[src/rtl/uart_trans_cfg.sv]
// Parametrised UART transceiver with FWFT TX/RX FIFOs,
// configurable framing and sticky receive error flags.

module uart_fifo #(
    parameter int W  = 8,
    parameter int AW = 3
) (
    input  logic         clk,
    input  logic         rst_n,
    input  logic         push,
    input  logic [W-1:0] wdata,
    input  logic         pop,
    output logic [W-1:0] head,
    output logic         full,
    output logic         empty
);
    localparam int DEPTH = 1 << AW;
    localparam logic [AW:0] FULL_CNT = {1'b1, {AW{1'b0}}};

    logic [W-1:0]  mem [DEPTH];
    logic [AW-1:0] wr_ptr;
    logic [AW-1:0] rd_ptr;
    logic [AW:0]   count;
    logic          do_push;
    logic          do_pop;

    assign empty   = (count == '0);
    assign full    = (count == FULL_CNT);
    assign do_pop  = pop && !empty;
    // a pop in the same cycle frees the slot for a write into a full FIFO
    assign do_push = push && (!full || do_pop);
    assign head    = mem[rd_ptr];

    always_ff @(posedge clk) begin
        if (do_push) mem[wr_ptr] <= wdata;
    end

    always_ff @(posedge clk or negedge rst_n) begin
        if (!rst_n) begin
            wr_ptr <= '0;
            rd_ptr <= '0;
            count  <= '0;
        end else begin
            if (do_push) wr_ptr <= wr_ptr + AW'(1);
            if (do_pop)  rd_ptr <= rd_ptr + AW'(1);
            count <= count + {{AW{1'b0}}, do_push}
                           - {{AW{1'b0}}, do_pop};
        end
    end
endmodule

module uart_trans_cfg #(
    parameter int BAUDRATE  = 2304000,
    parameter int CLOCKRATE = 80000000,
    parameter int DATA_BITS = 8,
    parameter int PARITY    = 1,
    parameter int STOP_BITS = 1,
    parameter int FIFO_AW   = 3
) (
    input  logic       CLK,
    input  logic       RST_N,
    input  logic       send_flag,
    input  logic [7:0] send_data,
    input  logic       recv_flag,
    output logic [7:0] recv_data,
    output logic       sendable,
    output logic       receivable,
    input  logic       err_clear,
    output logic       parity_err,
    output logic       frame_err,
    output logic       overrun,
    output logic       tx_busy,
    output logic       Tx,
    input  logic       Rx
);
    localparam int DIV = CLOCKRATE / BAUDRATE;
    localparam int CW  = $clog2(2 * DIV);
    localparam int BW  = $clog2(DATA_BITS);
    localparam logic [CW-1:0] BIT_END  = CW'(DIV - 1);
    localparam logic [CW-1:0] STOP_END = CW'(STOP_BITS * DIV - 1);
    localparam logic [CW-1:0] MID      = CW'(DIV / 2);
    localparam logic [BW-1:0] LAST_BIT = BW'(DATA_BITS - 1);
    localparam logic          ODD      = (PARITY == 2);
    localparam logic          HAS_PAR  = (PARITY != 0);

    typedef enum logic [2:0] {IDLE, START, DATA, PAR, STOP} state_t;

    // ---------------- transmitter ----------------
    state_t               tx_state, tx_state_d;
    logic [CW-1:0]        tx_cnt, tx_cnt_d;
    logic [BW-1:0]        tx_bit, tx_bit_d;
    logic [DATA_BITS-1:0] tx_sh, tx_sh_d;
    logic                 tx_par, tx_par_d;
    logic                 tx_line, tx_line_d;
    logic                 tx_pop, tx_load, tx_push;
    logic [DATA_BITS-1:0] tx_head;
    logic                 tx_full, tx_empty;

    assign tx_push = send_flag && !tx_full;

    uart_fifo #(.W(DATA_BITS), .AW(FIFO_AW)) u_tx_fifo (
        .clk(CLK), .rst_n(RST_N),
        .push(tx_push), .wdata(send_data[DATA_BITS-1:0]),
        .pop(tx_pop), .head(tx_head),
        .full(tx_full), .empty(tx_empty)
    );

    always_comb begin
        tx_state_d = tx_state;
        tx_cnt_d   = tx_cnt + CW'(1);
        tx_bit_d   = tx_bit;
        tx_sh_d    = tx_sh;
        tx_par_d   = tx_par;
        tx_line_d  = tx_line;
        tx_load    = 1'b0;
        tx_pop     = 1'b0;
        unique case (tx_state)
            IDLE: begin
                tx_cnt_d  = '0;
                tx_line_d = 1'b1;
                tx_load   = !tx_empty;
            end
            START: if (tx_cnt == BIT_END) begin
                tx_cnt_d   = '0;
                tx_bit_d   = '0;
                tx_state_d = DATA;
                tx_line_d  = tx_sh[0];
            end
            DATA: if (tx_cnt == BIT_END) begin
                tx_cnt_d = '0;
                tx_sh_d  = tx_sh >> 1;
                if (tx_bit == LAST_BIT) begin
                    tx_state_d = HAS_PAR ? PAR : STOP;
                    tx_line_d  = HAS_PAR ? tx_par : 1'b1;
                end else begin
                    tx_bit_d  = tx_bit + BW'(1);
                    tx_line_d = tx_sh_d[0];
                end
            end
            PAR: if (tx_cnt == BIT_END) begin
                tx_cnt_d   = '0;
                tx_state_d = STOP;
                tx_line_d  = 1'b1;
            end
            STOP: if (tx_cnt == STOP_END) begin
                tx_cnt_d   = '0;
                tx_state_d = IDLE;
                tx_line_d  = 1'b1;
                tx_load    = !tx_empty;
            end
            default: tx_state_d = IDLE;
        endcase
        // start bit goes out on the same edge the byte is popped
        if (tx_load) begin
            tx_pop     = 1'b1;
            tx_sh_d    = tx_head;
            tx_par_d   = (^tx_head) ^ ODD;
            tx_line_d  = 1'b0;
            tx_cnt_d   = '0;
            tx_state_d = START;
        end
    end

    always_ff @(posedge CLK or negedge RST_N) begin
        if (!RST_N) begin
            tx_state <= IDLE;
            tx_cnt   <= '0;
            tx_bit   <= '0;
            tx_sh    <= '0;
            tx_par   <= 1'b0;
            tx_line  <= 1'b1;
        end else begin
            tx_state <= tx_state_d;
            tx_cnt   <= tx_cnt_d;
            tx_bit   <= tx_bit_d;
            tx_sh    <= tx_sh_d;
            tx_par   <= tx_par_d;
            tx_line  <= tx_line_d;
        end
    end

    assign Tx       = tx_line;
    assign sendable = !tx_full;
    assign tx_busy  = (tx_state != IDLE) || !tx_empty;

    // ---------------- receiver ----------------
    logic [1:0]           sync;
    logic                 rxs;
    state_t               rx_state, rx_state_d;
    logic [CW-1:0]        rx_cnt, rx_cnt_d;
    logic [BW-1:0]        rx_bit, rx_bit_d;
    logic [DATA_BITS-1:0] rx_sh, rx_sh_d;
    logic                 bad_par, bad_par_d;
    logic                 rx_wr, set_par, set_frame, set_ovr;
    logic [DATA_BITS-1:0] rx_head;
    logic                 rx_full, rx_empty;

    assign rxs = sync[1];

    uart_fifo #(.W(DATA_BITS), .AW(FIFO_AW)) u_rx_fifo (
        .clk(CLK), .rst_n(RST_N),
        .push(rx_wr), .wdata(rx_sh),
        .pop(recv_flag), .head(rx_head),
        .full(rx_full), .empty(rx_empty)
    );

    always_comb begin
        rx_state_d = rx_state;
        rx_cnt_d   = rx_cnt + CW'(1);
        rx_bit_d   = rx_bit;
        rx_sh_d    = rx_sh;
        bad_par_d  = bad_par;
        rx_wr      = 1'b0;
        set_par    = 1'b0;
        set_frame  = 1'b0;
        set_ovr    = 1'b0;
        unique case (rx_state)
            IDLE: begin
                rx_cnt_d = '0;
                if (!rxs) begin
                    rx_state_d = START;
                    bad_par_d  = 1'b0;
                end
            end
            START: begin
                if (rx_cnt == MID && rxs) begin
                    rx_state_d = IDLE;
                end else if (rx_cnt == BIT_END) begin
                    rx_cnt_d   = '0;
                    rx_bit_d   = '0;
                    rx_state_d = DATA;
                end
            end
            DATA: begin
                if (rx_cnt == MID) rx_sh_d = {rxs, rx_sh[DATA_BITS-1:1]};
                if (rx_cnt == BIT_END) begin
                    rx_cnt_d = '0;
                    if (rx_bit == LAST_BIT) rx_state_d = HAS_PAR ? PAR : STOP;
                    else rx_bit_d = rx_bit + BW'(1);
                end
            end
            PAR: begin
                if (rx_cnt == MID && rxs != ((^rx_sh) ^ ODD)) bad_par_d = 1'b1;
                if (rx_cnt == BIT_END) begin
                    rx_cnt_d   = '0;
                    rx_state_d = STOP;
                end
            end
            STOP: if (rx_cnt == MID) begin
                // leave mid stop bit so the next start edge is never missed
                rx_state_d = IDLE;
                rx_cnt_d   = '0;
                if (!rxs) set_frame = 1'b1;
                else if (bad_par) set_par = 1'b1;
                else if (rx_full && !recv_flag) set_ovr = 1'b1;
                else rx_wr = 1'b1;
            end
            default: rx_state_d = IDLE;
        endcase
    end

    always_ff @(posedge CLK or negedge RST_N) begin
        if (!RST_N) begin
            sync       <= 2'b11;
            rx_state   <= IDLE;
            rx_cnt     <= '0;
            rx_bit     <= '0;
            rx_sh      <= '0;
            bad_par    <= 1'b0;
            parity_err <= 1'b0;
            frame_err  <= 1'b0;
            overrun    <= 1'b0;
        end else begin
            sync       <= {sync[0], Rx};
            rx_state   <= rx_state_d;
            rx_cnt     <= rx_cnt_d;
            rx_bit     <= rx_bit_d;
            rx_sh      <= rx_sh_d;
            bad_par    <= bad_par_d;
            parity_err <= set_par   | (parity_err & ~err_clear);
            frame_err  <= set_frame | (frame_err  & ~err_clear);
            overrun    <= set_ovr   | (overrun    & ~err_clear);
        end
    end

    assign receivable = !rx_empty;
    assign recv_data  = rx_empty ? 8'h00 : 8'(rx_head);
endmodule
[config.mk]
export PLATFORM = sky130hd
export DESIGN_NAME = uart_trans_cfg
export DESIGN_NICKNAME = d
export VERILOG_FILES = /design/src/rtl/uart_trans_cfg.sv
export SDC_FILE = /design/constraint.sdc
export NUM_CORES = 1
export LEC_CHECK = 0
export BUFFER_PORTS_ARGS = -buffer_cell sky130_fd_sc_hd__buf_2
export CORE_UTILIZATION = 40
export CTS_CLUSTER_SIZE = 16
export DETAILED_ROUTE_END_ITERATION = 12
export GPL_TIMING_DRIVEN = 0
export MAX_ROUTING_LAYER = met4
export PLACE_DENSITY_LB_ADDON = 0.15
export RECOVER_POWER = 25
export SYNTH_ARGS = -nofsm -noshare
export SYNTH_HDL_FRONTEND = slang
export SYNTH_SLANG_ARGS = --single-unit
[constraint.sdc]
create_clock -name CLK -period 4.55 [get_ports CLK]
set_input_delay 0.91 -clock CLK [delete_from_list [all_inputs] [get_ports CLK]]
set_output_delay 0.91 -clock CLK [all_outputs]
set_load 0.05 [all_outputs]
==> metrics.txt, run 1 <==
clock slew at reported path FFs 0.07 ns; worst skew pair latency 0.44 ns; final core utilization 0.468; Placer Congestion 0.760; FP Rows 52; Fmax 0.251 GHz; # fillers 1801; CP Capture Type primary output; ant diodes 0; remaining global-route overflow 0; DR WL/cell 16.3 um; max_cap viols 0; Syn Nets 594; ANT nets after route 0; CTS tree yes; PortBufs 28; Layout area overhead 13.2%; Setup CP Type reg -> out; Final #Nets 643; CP required 3.64 ns; CTS Root Cell clkbuf_16; final WL 14.5 mm; Mean Syn Cell Area 15.3 sq um; leak pwr 3.62 nW; Ports 29; Critical Path Fanout Max 10; post-synthesis sequential area ratio 0.661; startpoint class of the critical path flip-flop; GRT Total Usage 0.151; slew margin rel. 0.371; Post-Syn Area 8470 sq um; PostCTS Resize Cnt 0; die area 21800 sq um; setup repair after global routing missed its margin false; Cell Pwr Density 487 nW/um^2; Post-CTS Repair Setup Buffers 0; initial antenna violation count 0; register bit count reported by yosys 198; library cells used by synthesis 48; number of global-route vias before repair 4641; clk_skew 0.0186 ns; H-tree Lvls 4; Initial Utilization 0.413; Clock Sinks 198; final setup vio count 0; core area 20500 sq um; Final Cycle Share 0.877; Post-synth EDFFs 128; first-pass GRT wire length 24.1 mm; Max VDD drop 0.279 mV; Post-DP HPWL 9.60 mm; CP arrival 3.08 ns; yosys warns 0; Mapped Cells 554; Sum Neg Setup Slack 0 ns; HP Class reg -> reg; Die H 148 um; fin. max-slew vios 0; largest net degree at the start of global routing 61; 1st-iter DRT viols 218; share of post-route cells with drive strength above 1 0.198; status finished clean; die span in x 148 um; residual DRC count 0; Worst-Margin Slew 0.940 ns; DR vias/cell 4.97; post-layout min period 3.99 ns; Fin. Hold Viols 0; Clock Tree Buf Depth 2; DRT Pass-1 Iters 4; # hold bufs at CTS 0; vias 4403; cts bufs inserted 17; Post-synth top flop edfxtp_1; fraction of registers with async set/reset 0.354
layout by cell type (no fill, tap or decap), types with 6 or more instances in the layout:
cell	instances
ha_1	24
nand3_1	7
clkbuf_1	23
mux4_2	32
buf_2	21
o21ai_0	20
xor2_1	12
nor2_1	47
clkbuf_16	17
nand2b_1	6
edfxtp_1	128
dfrtp_1	67
mux2i_1	17
xnor2_1	26
inv_1	27
mux2_2	18
buf_1	6
nand2_1	43
path summary, 6_finish.rpt:
path | start | endpoint | slack, ns | cells after the start
worst max register to register | rx_cnt[1] | u_rx_fifo.mem[1][0] | 1.22 | 9
max in group asynchronous | RST_N | Tx | 3.24 | 2
worst min register to register | sync[0] | sync[1] | 0.36 | 0
min in group asynchronous | RST_N | u_rx_fifo.wr_ptr[0] | 0.51 | 1
worst max-delay path | u_rx_fifo.rd_ptr[0] | recv_data[6] | 0.56 | 6
worst min-delay path | sync[0] | sync[1] | 0.36 | 0
layout make-up:
type	instances	area, sq um	share of cell area
well taps	270	338	0.0352
clock buffers	17	425	0.0443
repair buffers	30	164	0.0171
plain buffers	23	96.3	0.0100
multi-input cells	306	2690	0.280
inverters	27	101	0.0106
flip-flops and latches	198	5600	0.584
clock inverters	15	180	0.0188
power by group:
part	switching, mW	internal [mW]
registers	0.101	2.11
logic	0.557	0.376
clock network	0.697	0.835
total	1.35	3.32
critical path, stage by stage, from the launching register on:
cell	delay (ns)
dfrtp_1	0.35
clkbuf_1	0.52
buf_1	0.72
mux4_2	0.62
mux2i_1	0.14
nor2_1	0.06
buf_2	0.22
cells by family after synthesis:
logic type	Yosys count	synth area share
flops	198	0.661
mux	67	0.129
compound gates	40	0.0281
simple gates	134	0.0780
fa+ha+maj	27	0.0414
buf+inv	50	0.0233
xor+xnor	38	0.0393
Yosys cell counts (2+ instances only):
| cell type | number | area share |
|---|---|---|
| nor2_1 | 47 | 0.021 |
| mux2_2 | 18 | 0.024 |
| buf_1 | 6 | 0.0027 |
| nor3b_1 | 3 | 0.0027 |
| nand3_1 | 7 | 0.0041 |
| o22ai_1 | 2 | 0.0015 |
| a21o_1 | 2 | 0.0018 |
| and3_2 | 2 | 0.0018 |
| buf_2 | 2 | 0.0012 |
| fa_1 | 2 | 0.0047 |
| xor2_1 | 12 | 0.012 |
| nand2b_1 | 6 | 0.0044 |
| mux4_2 | 32 | 0.085 |
| o211ai_1 | 2 | 0.0018 |
| nor3_1 | 6 | 0.0035 |
| dfrtp_1 | 67 | 0.20 |
| and2_1 | 3 | 0.0022 |
| inv_1 | 27 | 0.012 |
| a21oi_1 | 5 | 0.0030 |
| nand2_1 | 43 | 0.019 |
| xnor2_1 | 26 | 0.027 |
| clkbuf_1 | 14 | 0.0062 |
| or3_1 | 2 | 0.0015 |
| o31ai_1 | 2 | 0.0018 |
| ha_1 | 24 | 0.035 |
| nand4_1 | 3 | 0.0022 |
| dfstp_2 | 3 | 0.0093 |
| nor3b_2 | 4 | 0.0059 |
| o21ai_0 | 20 | 0.012 |
| mux2i_1 | 17 | 0.020 |
| edfxtp_1 | 128 | 0.45 |
stage by stage:
| stage | total power, mW | hold WS, ns | instances | area [sq um] | setup slack, ns |
|---|---|---|---|---|---|
| after floorplan | 2.96 | 0.345 | 554 | 8470 | 1.29 |
| after global placement | 3.16 | 0.346 | 852 | 8950 | 0.811 |
| after detailed placement | 3.21 | 0.351 | 853 | 8990 | 0.791 |
| after CTS | 4.75 | 0.299 | 885 | 9600 | 0.419 |
| after global routing | 4.94 | 0.360 | 886 | 9590 | 0.256 |
| final | 4.68 | 0.357 | 886 | 9590 | 0.561 |
metal layers:
metal	GRT usage	vias up	part of all wire
li1	-	2116	-
met1	0.181	2222	0.44
met2	0.251	55	0.52
met3	0.0343	10	0.025
met4	0.0495	0	0.012
met5	-	-	0
sequential cells by signal, summed over array words and instances, names as in the netlist, 2 cells and up:
signal and flops:
u_rx_fifo.mem 64, u_tx_fifo.mem 64, rx_sh 8, tx_sh 8, rx_cnt 7, tx_cnt 7
u_rx_fifo.count 4, u_tx_fifo.count 4, rx_bit 3, rx_state 3, tx_bit 3, tx_state 3
u_rx_fifo.rd_ptr 3, u_rx_fifo.wr_ptr 3, u_tx_fifo.rd_ptr 3, u_tx_fifo.wr_ptr 3, sync 2
No activity file was read; power rests on OpenSTA's default activity.
==> run 2: changes to the inputs <==
--- a/config.mk
+++ b/config.mk
@@ -5,6 +5,7 @@
 export SDC_FILE = /design/constraint.sdc
 export NUM_CORES = 1
 export LEC_CHECK = 0
+export ABC_AREA = 1
 export BUFFER_PORTS_ARGS = -buffer_cell sky130_fd_sc_hd__buf_2
 export CORE_UTILIZATION = 40
 export CTS_CLUSTER_SIZE = 16
@@ -15,4 +16,5 @@
 export RECOVER_POWER = 25
 export SYNTH_ARGS = -nofsm -noshare
 export SYNTH_HDL_FRONTEND = slang
+export SYNTH_HIERARCHICAL = 1
 export SYNTH_SLANG_ARGS = --single-unit
==> metrics.txt, run 2 <==
status finished clean; Post-CTS Repair Setup Buffers 0 (unchanged); Clock Sinks 198 (unchanged); most numerous cell in the Yosys netlist nand2_1; Post-DP HPWL 12.6 mm (+31%); Ports 29 (unchanged); FP Rows 55 (+5.8%); worst skew pair latency 0.44 ns (about the same); 1st-iter DRT viols 330 (+51%); Die H 155 um (+5.0%); post-synth top area share 0.411 (-0.0431); setup repair after global routing missed its margin false; reg-to-reg endpoint u_rx_fifo/mem[4][1]; placed cells 1289 (+51%); Placer Congestion 0.818 (+7.5%); CP Depth 9 (+3); cell mode on critical path nand2_1; cts bufs inserted 17 (unchanged); leak pwr 4.49 nW (+24%); slew margin rel. 0.402 (+0.0313); max_cap viols 0 (unchanged); CP startpoint u_rx_fifo/rd_ptr[1]; Fmax 0.344 GHz (+37%); Post-synth top flop edfxtp_1; CP Cell Sequence buf_4, clkinv_1, o21ai_0, o21ai_1, nand2_1, nand2_1, inv_1, nor2_1, buf_2; vias 6149 (+40%); Clock Tree Buf Depth 2 (unchanged); HP Class reg -> reg; final instance area 10500 sq um (+9.5%); Mapped Cells 947 (+71%); Synth area leaders edfxtp_1 41%, dfrtp_1 18%, nand2_1 11%; post-layout min period 2.90 ns (-1.08 ns); most common cell after layout, fill and taps aside nand2_1; H-tree Lvls 4 (unchanged); final WL 18.1 mm (+25%); Post-Syn Area 9360 sq um (+11%); ANT nets after route 0 (unchanged); yosys warns 6 (+6); Max VDD drop 0.531 mV (+90%); Initial Utilization 0.411 (-0.00238); DR vias/cell 4.65 (-6.3%); r2r setup slk 1.73 ns (+0.51 ns); total power 5.43 mW (+16%); Reg2Reg Depth 10 (+1); Placed Instance Area 9920 sq um (+10%); # hold bufs at CTS 0 (unchanged); Crit path buffers/inverters 4 (+1); ant diodes 0 (unchanged); most frequent cells in the layout 272 x nand2_1, 128 x edfxtp_1, 109 x nor2_1; fraction of registers with async set/reset 0.354 (unchanged); Post-synth EDFFs 128 (unchanged); library cells used by synthesis 37 (-23%); die area 24000 sq um (+10%); max incr delay on CP 0.39 ns (-0.33 ns); Finished Layout Cells 1321 (+49%); Layout area overhead 12.3%; number of global-route vias before repair 5873 (+27%); residual DRC count 0 (unchanged); largest net degree at the start of global routing 65 (+6.6%); final setup vio count 0 (unchanged); CP required 3.64 ns (about the same); clk_skew 0.0190 ns (+0.000371 ns); Setup CP Type reg -> out; Critical R2R Launch rx_cnt[1]; delay-heaviest family, CP buffers and inverters; Worst Setup EP recv_data[2]; final core utilization 0.461 (-0.00672); fin. max-slew vios 0 (unchanged); WHS 0.373 ns (+0.0152 ns); post-synthesis sequential area ratio 0.598 (-0.0628); Worst-Margin Slew 0.893 ns (-0.0468 ns); Hold Startpoint sync[0]; Largest regs u_rx_fifo/mem x64, u_tx_fifo/mem x64; Sum Neg Setup Slack 0 ns (unchanged); clock slew at reported path FFs 0.08 ns (about the same); DRT Pass-1 Iters 5 (+1); Synth area leader edfxtp_1; DP Worst Slack 1.70 ns (+0.904 ns); CP max-delay cell dfrtp_1; CP arrival 1.99 ns (-1.09 ns); share of post-route cells with drive strength above 1 0.121 (-0.0770); Cell Pwr Density 517 nW/um^2 (+6.1%); Fin. Hold Viols 0 (unchanged); register bit count reported by yosys 198 (unchanged); DR WL/cell 13.7 um (-16%); PortBufs 28 (unchanged); PostCTS Resize Cnt 0 (unchanged); startpoint class of the critical path flip-flop; CTS tree yes; first-pass GRT wire length 30.3 mm (+26%); core area 22800 sq um (+11%); Final #Nets 1033 (+61%); Syn Nets 985 (+66%); Mean Syn Cell Area 9.89 sq um (-35%); die span in x 155 um (+5.0%); Final Cycle Share 0.638 (-0.238); CTS Root Cell clkbuf_16; initial antenna violation count 0 (unchanged); remaining global-route overflow 0 (unchanged); GRT Total Usage 0.169 (+0.0184); CP Capture Type primary output; worst setup margin 1.65 ns (+1.08 ns); Post-synth top cells 272 x nand2_1, 128 x edfxtp_1, 109 x nor2_1; Critical Path Fanout Max 9 (-1)
run 2: cell count changes after synthesis, moves of 12 or more:
cell      before  now
buf_6          1   13
clkbuf_1      14    1
inv_1         27   92
mux2_2        18    0
mux2i_1       17    0
mux4_2        32    0
nand2_1       43  272
nand2_2        0   13
nand3_1        7   35
nor2_1        47  109
o211ai_1       2   20
o21ai_0       20   33
o21ai_1        1   40
xnor2_1       26   13
run 2: routing by layer:
metal  global-route usage  vias to the layer above  wire, um
met5                    -                        -         0
met4               0.0528                        0       205
met3               0.0276                       18       429
met2                0.264                       78      8410
met1                0.226                     2858      9010
li1                     -                     3195         -
run 2: worst min-delay path by stage:
stage	cells after the start	slack (ns)	to
after floorplan	0	0.35	sync[1]
after global placement	0	0.35	sync[1]
after detailed placement	0	0.35	sync[1]
after CTS	1	0.27	u_rx_fifo/count[3]
after global routing	0	0.38	sync[1]
final	0	0.37	sync[1]
run 2: worst register-to-register path, stage by stage (launching register included):
cell	delay, ns
dfrtp_1	0.40
inv_1	0.06
ha_1	0.13
nand2_1	0.06
nor2_2	0.17
nand2_2	0.13
nor2_4	0.15
nand2_1	0.10
nor2_1	0.41
nand3_2	0.20
nor2_1	0.63
run 2: cell families (layout without fill, tap and decap cells):
family	after synthesis	in the layout	synth area share
fa+ha+maj	24	24	0.0337
compound gates	115	115	0.0712
flops	198	198	0.598
xor+xnor	23	23	0.0215
simple gates	458	458	0.206
buf+inv	129	190	0.0694
run 2: final cells by class:
class                   count  area (sq um)
inverters                 101           394
multi-input cells         620          3110
fillers                  2141         12300
clock inverters            15           175
plain buffers              28           255
well taps                 313           392
repair buffers             29           156
flip-flops and latches    198          5600
clock buffers              17           425
run 2: where the power goes:
group / internal, mW / switching [mW]
combinational: 0.574 / 1.15
sequential: 2.11 / 0.104
clock: 0.747 / 0.750
